File: src/rtl/proc_pkg.sv
// Shared definitions for the 16-bit processor front end: word width, NOP encoding,
// instruction field positions and the fetch FSM state type.
package proc_pkg;

  localparam int WORD_W = 16;
  localparam logic [WORD_W-1:0] NOP_WORD = 16'h0000;

  // Instruction word layout as decoded by ID
  localparam int OPC_HI   = 15;
  localparam int OPC_LO   = 12;
  localparam int RS_HI    = 11;
  localparam int RS_LO    = 9;
  localparam int RT_HI    = 8;
  localparam int RT_LO    = 6;
  localparam int RD_HI    = 5;
  localparam int RD_LO    = 3;
  localparam int FUNCT_HI = 2;
  localparam int FUNCT_LO = 0;
  localparam int IMM_HI   = 5;
  localparam int IMM_LO   = 0;

  typedef enum logic [1:0] {
    IDLE    = 2'd0,
    REQ     = 2'd1,
    DISCARD = 2'd2
  } fetch_state_e;

  typedef struct packed {
    logic [WORD_W-1:0] pc;
    logic [WORD_W-1:0] instr;
  } fetch_entry_t;

endpackage

File: src/rtl/fetch_fifo.sv
// Prefetch buffer holding {pc, instr} pairs; flush empties it and wins over push/pop.
module fetch_fifo
  import proc_pkg::*;
#(
  parameter int DEPTH = 2,
  parameter int DW    = 32
) (
  input  logic                       clk_i,
  input  logic                       rst_ni,
  input  logic                       push_i,
  input  logic [DW-1:0]              push_data_i,
  input  logic                       pop_i,
  input  logic                       flush_i,
  output logic [DW-1:0]              head_o,
  output logic [$clog2(DEPTH):0]     count_o,
  output logic                       full_o,
  output logic                       empty_o
);

  localparam int AW = $clog2(DEPTH);
  localparam int CW = AW + 1;

  logic [DW-1:0] mem_q [DEPTH];
  logic [AW-1:0] wr_ptr_q;
  logic [AW-1:0] rd_ptr_q;
  logic [CW-1:0] count_q;
  logic          push_ok;
  logic          pop_ok;

  assign full_o  = (count_q == CW'(DEPTH));
  assign empty_o = (count_q == '0);
  assign count_o = count_q;
  assign head_o  = mem_q[rd_ptr_q];

  assign push_ok = push_i && !full_o && !flush_i;
  assign pop_ok  = pop_i && !empty_o && !flush_i;

  // DEPTH is a power of two, so pointers wrap on natural overflow
  always_ff @(posedge clk_i or negedge rst_ni) begin
    if (!rst_ni) begin
      wr_ptr_q <= '0;
      rd_ptr_q <= '0;
      count_q  <= '0;
    end else if (flush_i) begin
      wr_ptr_q <= '0;
      rd_ptr_q <= '0;
      count_q  <= '0;
    end else begin
      if (push_ok) wr_ptr_q <= wr_ptr_q + AW'(1);
      if (pop_ok)  rd_ptr_q <= rd_ptr_q + AW'(1);
      count_q <= count_q + CW'(push_ok) - CW'(pop_ok);
    end
  end

  always_ff @(posedge clk_i) begin
    if (push_ok) mem_q[wr_ptr_q] <= push_data_i;
  end

endmodule

File: src/rtl/if_stage.sv
// Instruction fetch: PC, single-outstanding req/ack memory port, prefetch FIFO
// towards ID, with stall and branch redirect/flush.
module if_stage #(
  parameter logic [15:0] RESET_PC   = 16'h0000,
  parameter int          FIFO_DEPTH = 2,
  parameter logic [15:0] NOP_WORD   = proc_pkg::NOP_WORD
) (
  input  logic                  clock,
  input  logic                  reset_n,
  output logic                  imem_req,
  output logic [15:0]           imem_addr,
  input  logic                  imem_ack,
  input  logic [15:0]           imem_data,
  input  logic                  stall,
  input  logic                  branch_taken,
  input  logic [15:0]           branch_target,
  output logic [15:0]           instruction,
  output logic [15:0]           pc_out,
  output logic                  instr_valid,
  output proc_pkg::fetch_state_e fsm_state
);
  import proc_pkg::*;

  localparam int CW = $clog2(FIFO_DEPTH) + 1;

  // Handshake: imem_req=1 presents imem_addr and keeps it stable until a cycle with
  // imem_ack=1 completes the transfer; ack while req=0 carries no meaning.
  fetch_state_e    state_q, state_d;
  logic [15:0]     fetch_pc_q, fetch_pc_d;
  logic [15:0]     stale_addr_q, stale_addr_d;
  logic [15:0]     last_pc_q;

  logic            push;
  logic            pop;
  fetch_entry_t    push_entry;
  fetch_entry_t    head;
  logic [CW-1:0]   count;
  logic            full;
  logic            empty;
  logic [CW-1:0]   count_after_push;

  assign instr_valid      = !empty;
  assign pop              = instr_valid && !stall && !branch_taken;
  assign count_after_push = count + CW'(1) - CW'(pop);
  assign push_entry       = '{pc: fetch_pc_q, instr: imem_data};
  assign fsm_state        = state_q;

  assign instruction = empty ? NOP_WORD  : head.instr;
  assign pc_out      = empty ? last_pc_q : head.pc;

  always_comb begin
    state_d      = state_q;
    fetch_pc_d   = fetch_pc_q;
    stale_addr_d = stale_addr_q;
    push         = 1'b0;
    imem_req     = 1'b0;
    imem_addr    = fetch_pc_q;
    case (state_q)
      IDLE: begin
        if (branch_taken) fetch_pc_d = branch_target;
        else if (!full)   state_d    = REQ;
      end
      REQ: begin
        imem_req = 1'b1;
        if (branch_taken) begin
          fetch_pc_d = branch_target;
          // Without an ack the memory still owes us a word for the old address
          if (!imem_ack) begin
            stale_addr_d = fetch_pc_q;
            state_d      = DISCARD;
          end
        end else if (imem_ack) begin
          push       = 1'b1;
          fetch_pc_d = fetch_pc_q + 16'd1;
          state_d    = (count_after_push < CW'(FIFO_DEPTH)) ? REQ : IDLE;
        end
      end
      DISCARD: begin
        imem_req  = 1'b1;
        imem_addr = stale_addr_q;
        if (branch_taken) fetch_pc_d = branch_target;
        if (imem_ack)     state_d    = REQ;
      end
      default: state_d = IDLE;
    endcase
  end

  always_ff @(posedge clock or negedge reset_n) begin
    if (!reset_n) begin
      state_q      <= IDLE;
      fetch_pc_q   <= RESET_PC;
      stale_addr_q <= RESET_PC;
      last_pc_q    <= RESET_PC;
    end else begin
      state_q      <= state_d;
      fetch_pc_q   <= fetch_pc_d;
      stale_addr_q <= stale_addr_d;
      if (!empty) last_pc_q <= head.pc;
    end
  end

  fetch_fifo #(
    .DEPTH (FIFO_DEPTH),
    .DW    ($bits(fetch_entry_t))
  ) u_fifo (
    .clk_i       (clock),
    .rst_ni      (reset_n),
    .push_i      (push),
    .push_data_i (push_entry),
    .pop_i       (pop),
    .flush_i     (branch_taken),
    .head_o      (head),
    .count_o     (count),
    .full_o      (full),
    .empty_o     (empty)
  );

endmodule

File: config.mk
export PLATFORM = sky130hd
export DESIGN_NAME = if_stage
export DESIGN_NICKNAME = d
export VERILOG_FILES = /design/src/rtl/proc_pkg.sv /design/src/rtl/fetch_fifo.sv /design/src/rtl/if_stage.sv
export SDC_FILE = /design/constraint.sdc
export NUM_CORES = 1
export LEC_CHECK = 0
export ABC_AREA = 0
export CAP_MARGIN = 20
export CORE_MARGIN = 4
export CORE_UTILIZATION = 30
export CTS_BUF_LIST = sky130_fd_sc_hd__clkbuf_8 sky130_fd_sc_hd__clkbuf_16
export CTS_CLUSTER_DIAMETER = 80
export DETAILED_ROUTE_END_ITERATION = 7
export SYNTH_ARGS = -nofsm -noshare
export SYNTH_HDL_FRONTEND = slang
export SYNTH_SLANG_ARGS = --single-unit
File: constraint.sdc
create_clock -name clock -period 4.3 [get_ports clock]
set_clock_uncertainty 0.1 [all_clocks]
set_input_delay 0.645 -clock clock [delete_from_list [all_inputs] [get_ports clock]]
set_output_delay 0.645 -clock clock [all_outputs]
set_load 0.1 [all_outputs]
==> run_results.csv <==
group,metric,value,unit
clock_network,post_cts_buffers,0,
route,first_iter_violations,208,
sta,setup_repair_after_global_routing_missed_its_margin,"no",
logic_synthesis,post-synth-top-area-cell,"sky130_fd_sc_hd__edfxtp_1",
route,routed_wl,11800,um
logic_synthesis,netlist.area_leader.share,37.0,%
route,vias_per_cell,4.76,
finish,num-fill-cells,1579,
global_routing,grt_pass1_wl,19200,um
route,vias,3430,
outcome,status,"finished, final reports clean",
logic_synthesis,yosys.cell_count.top_type,"sky130_fd_sc_hd__edfxtp_1",
worst_setup_path,critical_path.max_stage_delay,830,ps
logic_synthesis,post_synth_num_cell_types,44,
placement,placement.cell_area,6140,um2
min_path,min_path_type,"in2async",
global_routing,initial_antenna_violation_count,0,
clock_network,numCtsBuffers,17,
worst_setup_path,cp_data_required_time,3560,ps
worst_setup_path,critical_path.cell_chain,"inv_1, ha_1, mux2_2, buf_4",
worst_setup_path,crit_family,"adder cells",
clock_network,ctsLongestPathBuffers,2,
global_routing,largest_net_degree_at_the_start_of_global_routing,52,
clock_network,cts_tree,"built",
finish,area_growth_syn_to_layout,30.2,%
route,postRouteAntennaNets,0,
finish,multi_input_area,1760,um2
sta,timing_limited_maximum_frequency,305,MHz
worst_setup_path,setup.worst_path.class,"reg2out",
worst_setup_path,worstSetupEndpointType,"output port",
sta,hold_slack,177,ps
worst_setup_path,ff2ff_path_depth,7,
worst_setup_path,critical_path_cell_count,4,
logic_synthesis,synthArstFlopShare,45.8,%
finish,sequential_cell_area,3270,um2
clock_network,clkTransAtPathRegs,60,ps
die,placementRows,47,
finish,nets,531,
finish,num_antenna_cells,0,
sta,finalCritPeriodShare,76.2,%
logic_synthesis,synth_flop_cell,"sky130_fd_sc_hd__edfxtp_1",
worst_setup_path,path_buf_inv,2,
logic_synthesis,synth.net_count,441,
sta,min_period,3280,ps
clock_network,clock_latency,410,ps
finish,layout-drive-gt1-share,24.0,%
placement,placement.io_buffers,88,
die,floorplan.die_area,19500,um2
worst_setup_path,worst_path_max_delay_cell,"sky130_fd_sc_hd__ha_1",
logic_synthesis,yosysWarningCount,0,
clock_network,htreeDepth,4,
worst_setup_path,worstPathArrival,2530,ps
logic_synthesis,synth_sequential_area_ratio,63.1,%
logic_synthesis,post_synth_inst_count,397,
die,core_footprint,16800,um2
finish,fin_area,6760,um2
clock_network,cts_resized,0,
placement,numPlacedInstances,688,
clock_network,postCtsHoldBufs,0,
sta,hold_violations,0,
die,boundaryPins,89,
flow_run,drv.max_cap_violation_count,0,
logic_synthesis,synth_area_leaders,"sky130_fd_sc_hd__edfxtp_1, sky130_fd_sc_hd__dfrtp_1, sky130_fd_sc_hd__mux2i_1",
die,initial_cell_density_of_the_core,31.0,%
finish,fin_cells,720,
clock_network,clock_tree_root_buffer_cell,"sky130_fd_sc_hd__clkbuf_16",
sta,tns,0,ps
sta,final-max-slew-violation-count,0,
sta,max_slew.worst_pin.slew,1000,ps
global_routing,grt.total_usage,12.5,%
worst_setup_path,cp_max_fo,22,
sta,final-setup-viol-count,0,
logic_synthesis,total_standard_cell_area_after_synthesis,5190,um2
logic_synthesis,synth_edf_count,64,
placement,dp_hpwl,7980,um
worst_setup_path,critPathLaunchType,"register",
logic_synthesis,netlist_top_cells_count,"sky130_fd_sc_hd__edfxtp_1, sky130_fd_sc_hd__dfrtp_1, sky130_fd_sc_hd__mux2i_1",
sta,worst_slew_margin_rel,33.1,%
clock_network,clkSinkCount,118,
route,number_of_design_rule_violations_left_after_detail_routing,0,
global_routing,number_of_global_route_vias_before_repair,3556,
global_routing,grt_overflow_total,0,
route,routedWlPerCell,16.4,um
logic_synthesis,yosys_register_bits,118,
logic_synthesis,post_synth.cell_area_avg,13.1,um2
route,drt_pre_antenna_iters,5,
die,die_height,140,um
die,dieWidth,140,um
placement,finalWeightedCongestion,0.767,
[logic make-up (layout without fill, tap and decap cells)]
group | Yosys count | count (layout) | synth area share, %
AO/OA/AOI/OAI | 73 | 73 | 8.68
XOR/XNOR | 4 | 4 | 0.675
adder cells (fa/ha/maj) | 7 | 7 | 1.69
buffers and inverters | 32 | 135 | 3.28
flip-flops | 118 | 118 | 63.1
multiplexers | 66 | 66 | 13.4
AND/OR/NAND/NOR | 97 | 97 | 9.19
[routing by layer]
layer	part of all wire, %	vias to the layer above	global-route usage [%]
met5	0	-	0
met3	6.9	20	3.70
met4	1.8	0	4.74
met1	46	1637	17.4
met2	45	125	18.6
li1	-	1648	-
[sequential cells by signal (all words and copies together) (netlist names)]
signal,count
u_fifo.rd_ptr_q,1
fsm_state,2
u_fifo.wr_ptr_q,1
last_pc_q,16
u_fifo.mem_q,64
fetch_pc_q,16
stale_addr_q,16
u_fifo.count_o,2
[final cells by class]
cell class	instances	share of cell area (%)
Clock buffer	24	8.22
Clock inverter	8	0.963
Inverter	10	0.556
Multi-Input combinational cell	247	26.0
Sequential cell	118	48.5
Tap cell	220	4.07
Timing Repair Buffer	93	11.7
[worst paths after layout]
kind | slack (ps) | endpoint | startpoint
min | 180 | stale_addr_q[4]$_DFFE_PN0P_ | reset_n
min in group clock | 380 | stale_addr_q[8]$_DFFE_PN0P_ | stale_addr_q[8]$_DFFE_PN0P_
max reg2reg | 1520 | fetch_pc_q[10]$_DFFE_PN0P_ | fsm_state[0]$_DFFE_PN0P_
min reg2reg | 380 | stale_addr_q[8]$_DFFE_PN0P_ | stale_addr_q[8]$_DFFE_PN0P_
max | 1020 | imem_addr[12] | fsm_state[0]$_DFFE_PN0P_
max in group asynchronous | 3080 | last_pc_q[7]$_DFF_PN0_ | reset_n
[cell usage in the layout, fill, tap and decap left out, types with 2 or more instances in the layout]
cell type | Yosys | final
sky130_fd_sc_hd__or3_1 | 2 | 2
sky130_fd_sc_hd__dfrtp_1 | 54 | 53
sky130_fd_sc_hd__clkdlybuf4s50_1 | 0 | 39
sky130_fd_sc_hd__a311oi_1 | 2 | 2
sky130_fd_sc_hd__clkbuf_16 | 0 | 20
sky130_fd_sc_hd__edfxtp_1 | 64 | 64
sky130_fd_sc_hd__nand2_1 | 33 | 33
sky130_fd_sc_hd__a2bb2oi_1 | 5 | 5
sky130_fd_sc_hd__o22ai_1 | 6 | 6
sky130_fd_sc_hd__buf_4 | 2 | 53
sky130_fd_sc_hd__xnor2_1 | 2 | 2
sky130_fd_sc_hd__a31oi_1 | 3 | 3
sky130_fd_sc_hd__ha_1 | 7 | 7
sky130_fd_sc_hd__and2_1 | 3 | 3
sky130_fd_sc_hd__nor2_1 | 27 | 26
sky130_fd_sc_hd__nor3_1 | 2 | 2
sky130_fd_sc_hd__and3_1 | 4 | 4
sky130_fd_sc_hd__a21oi_1 | 15 | 15
sky130_fd_sc_hd__nor2b_1 | 3 | 2
sky130_fd_sc_hd__and4_1 | 2 | 2
sky130_fd_sc_hd__o21ai_0 | 30 | 30
sky130_fd_sc_hd__nand4_1 | 5 | 5
sky130_fd_sc_hd__a211oi_1 | 3 | 3
sky130_fd_sc_hd__inv_1 | 10 | 13
sky130_fd_sc_hd__clkinv_2 | 0 | 3
sky130_fd_sc_hd__mux2_2 | 28 | 28
sky130_fd_sc_hd__xor2_1 | 2 | 2
sky130_fd_sc_hd__nand3_1 | 8 | 8
sky130_fd_sc_hd__mux2i_1 | 38 | 38
sky130_fd_sc_hd__nand2b_1 | 3 | 3
sky130_fd_sc_hd__clkbuf_8 | 0 | 4
[worst register-to-register path, stage by stage, from the launching register on]
cell                      delay (ps)
sky130_fd_sc_hd__dfrtp_1         490
sky130_fd_sc_hd__inv_1           130
sky130_fd_sc_hd__ha_1            560
sky130_fd_sc_hd__nor3_4          610
sky130_fd_sc_hd__buf_4           290
sky130_fd_sc_hd__nand3_1         160
sky130_fd_sc_hd__o22ai_1         190
sky130_fd_sc_hd__a21oi_1         100
[stage by stage]
step | setup WS (ps) | util [%]
final | 1020 | 40.3
after global routing | 834 | 40.3
after CTS | 982 | 40.3
after detailed placement | 1370 | 36.6
after global placement | 1460 | 36.6
after floorplan | -451 | -
Power is not shown: default switching activity piles up to over one toggle a cycle in this logic, so the estimate is an artifact.
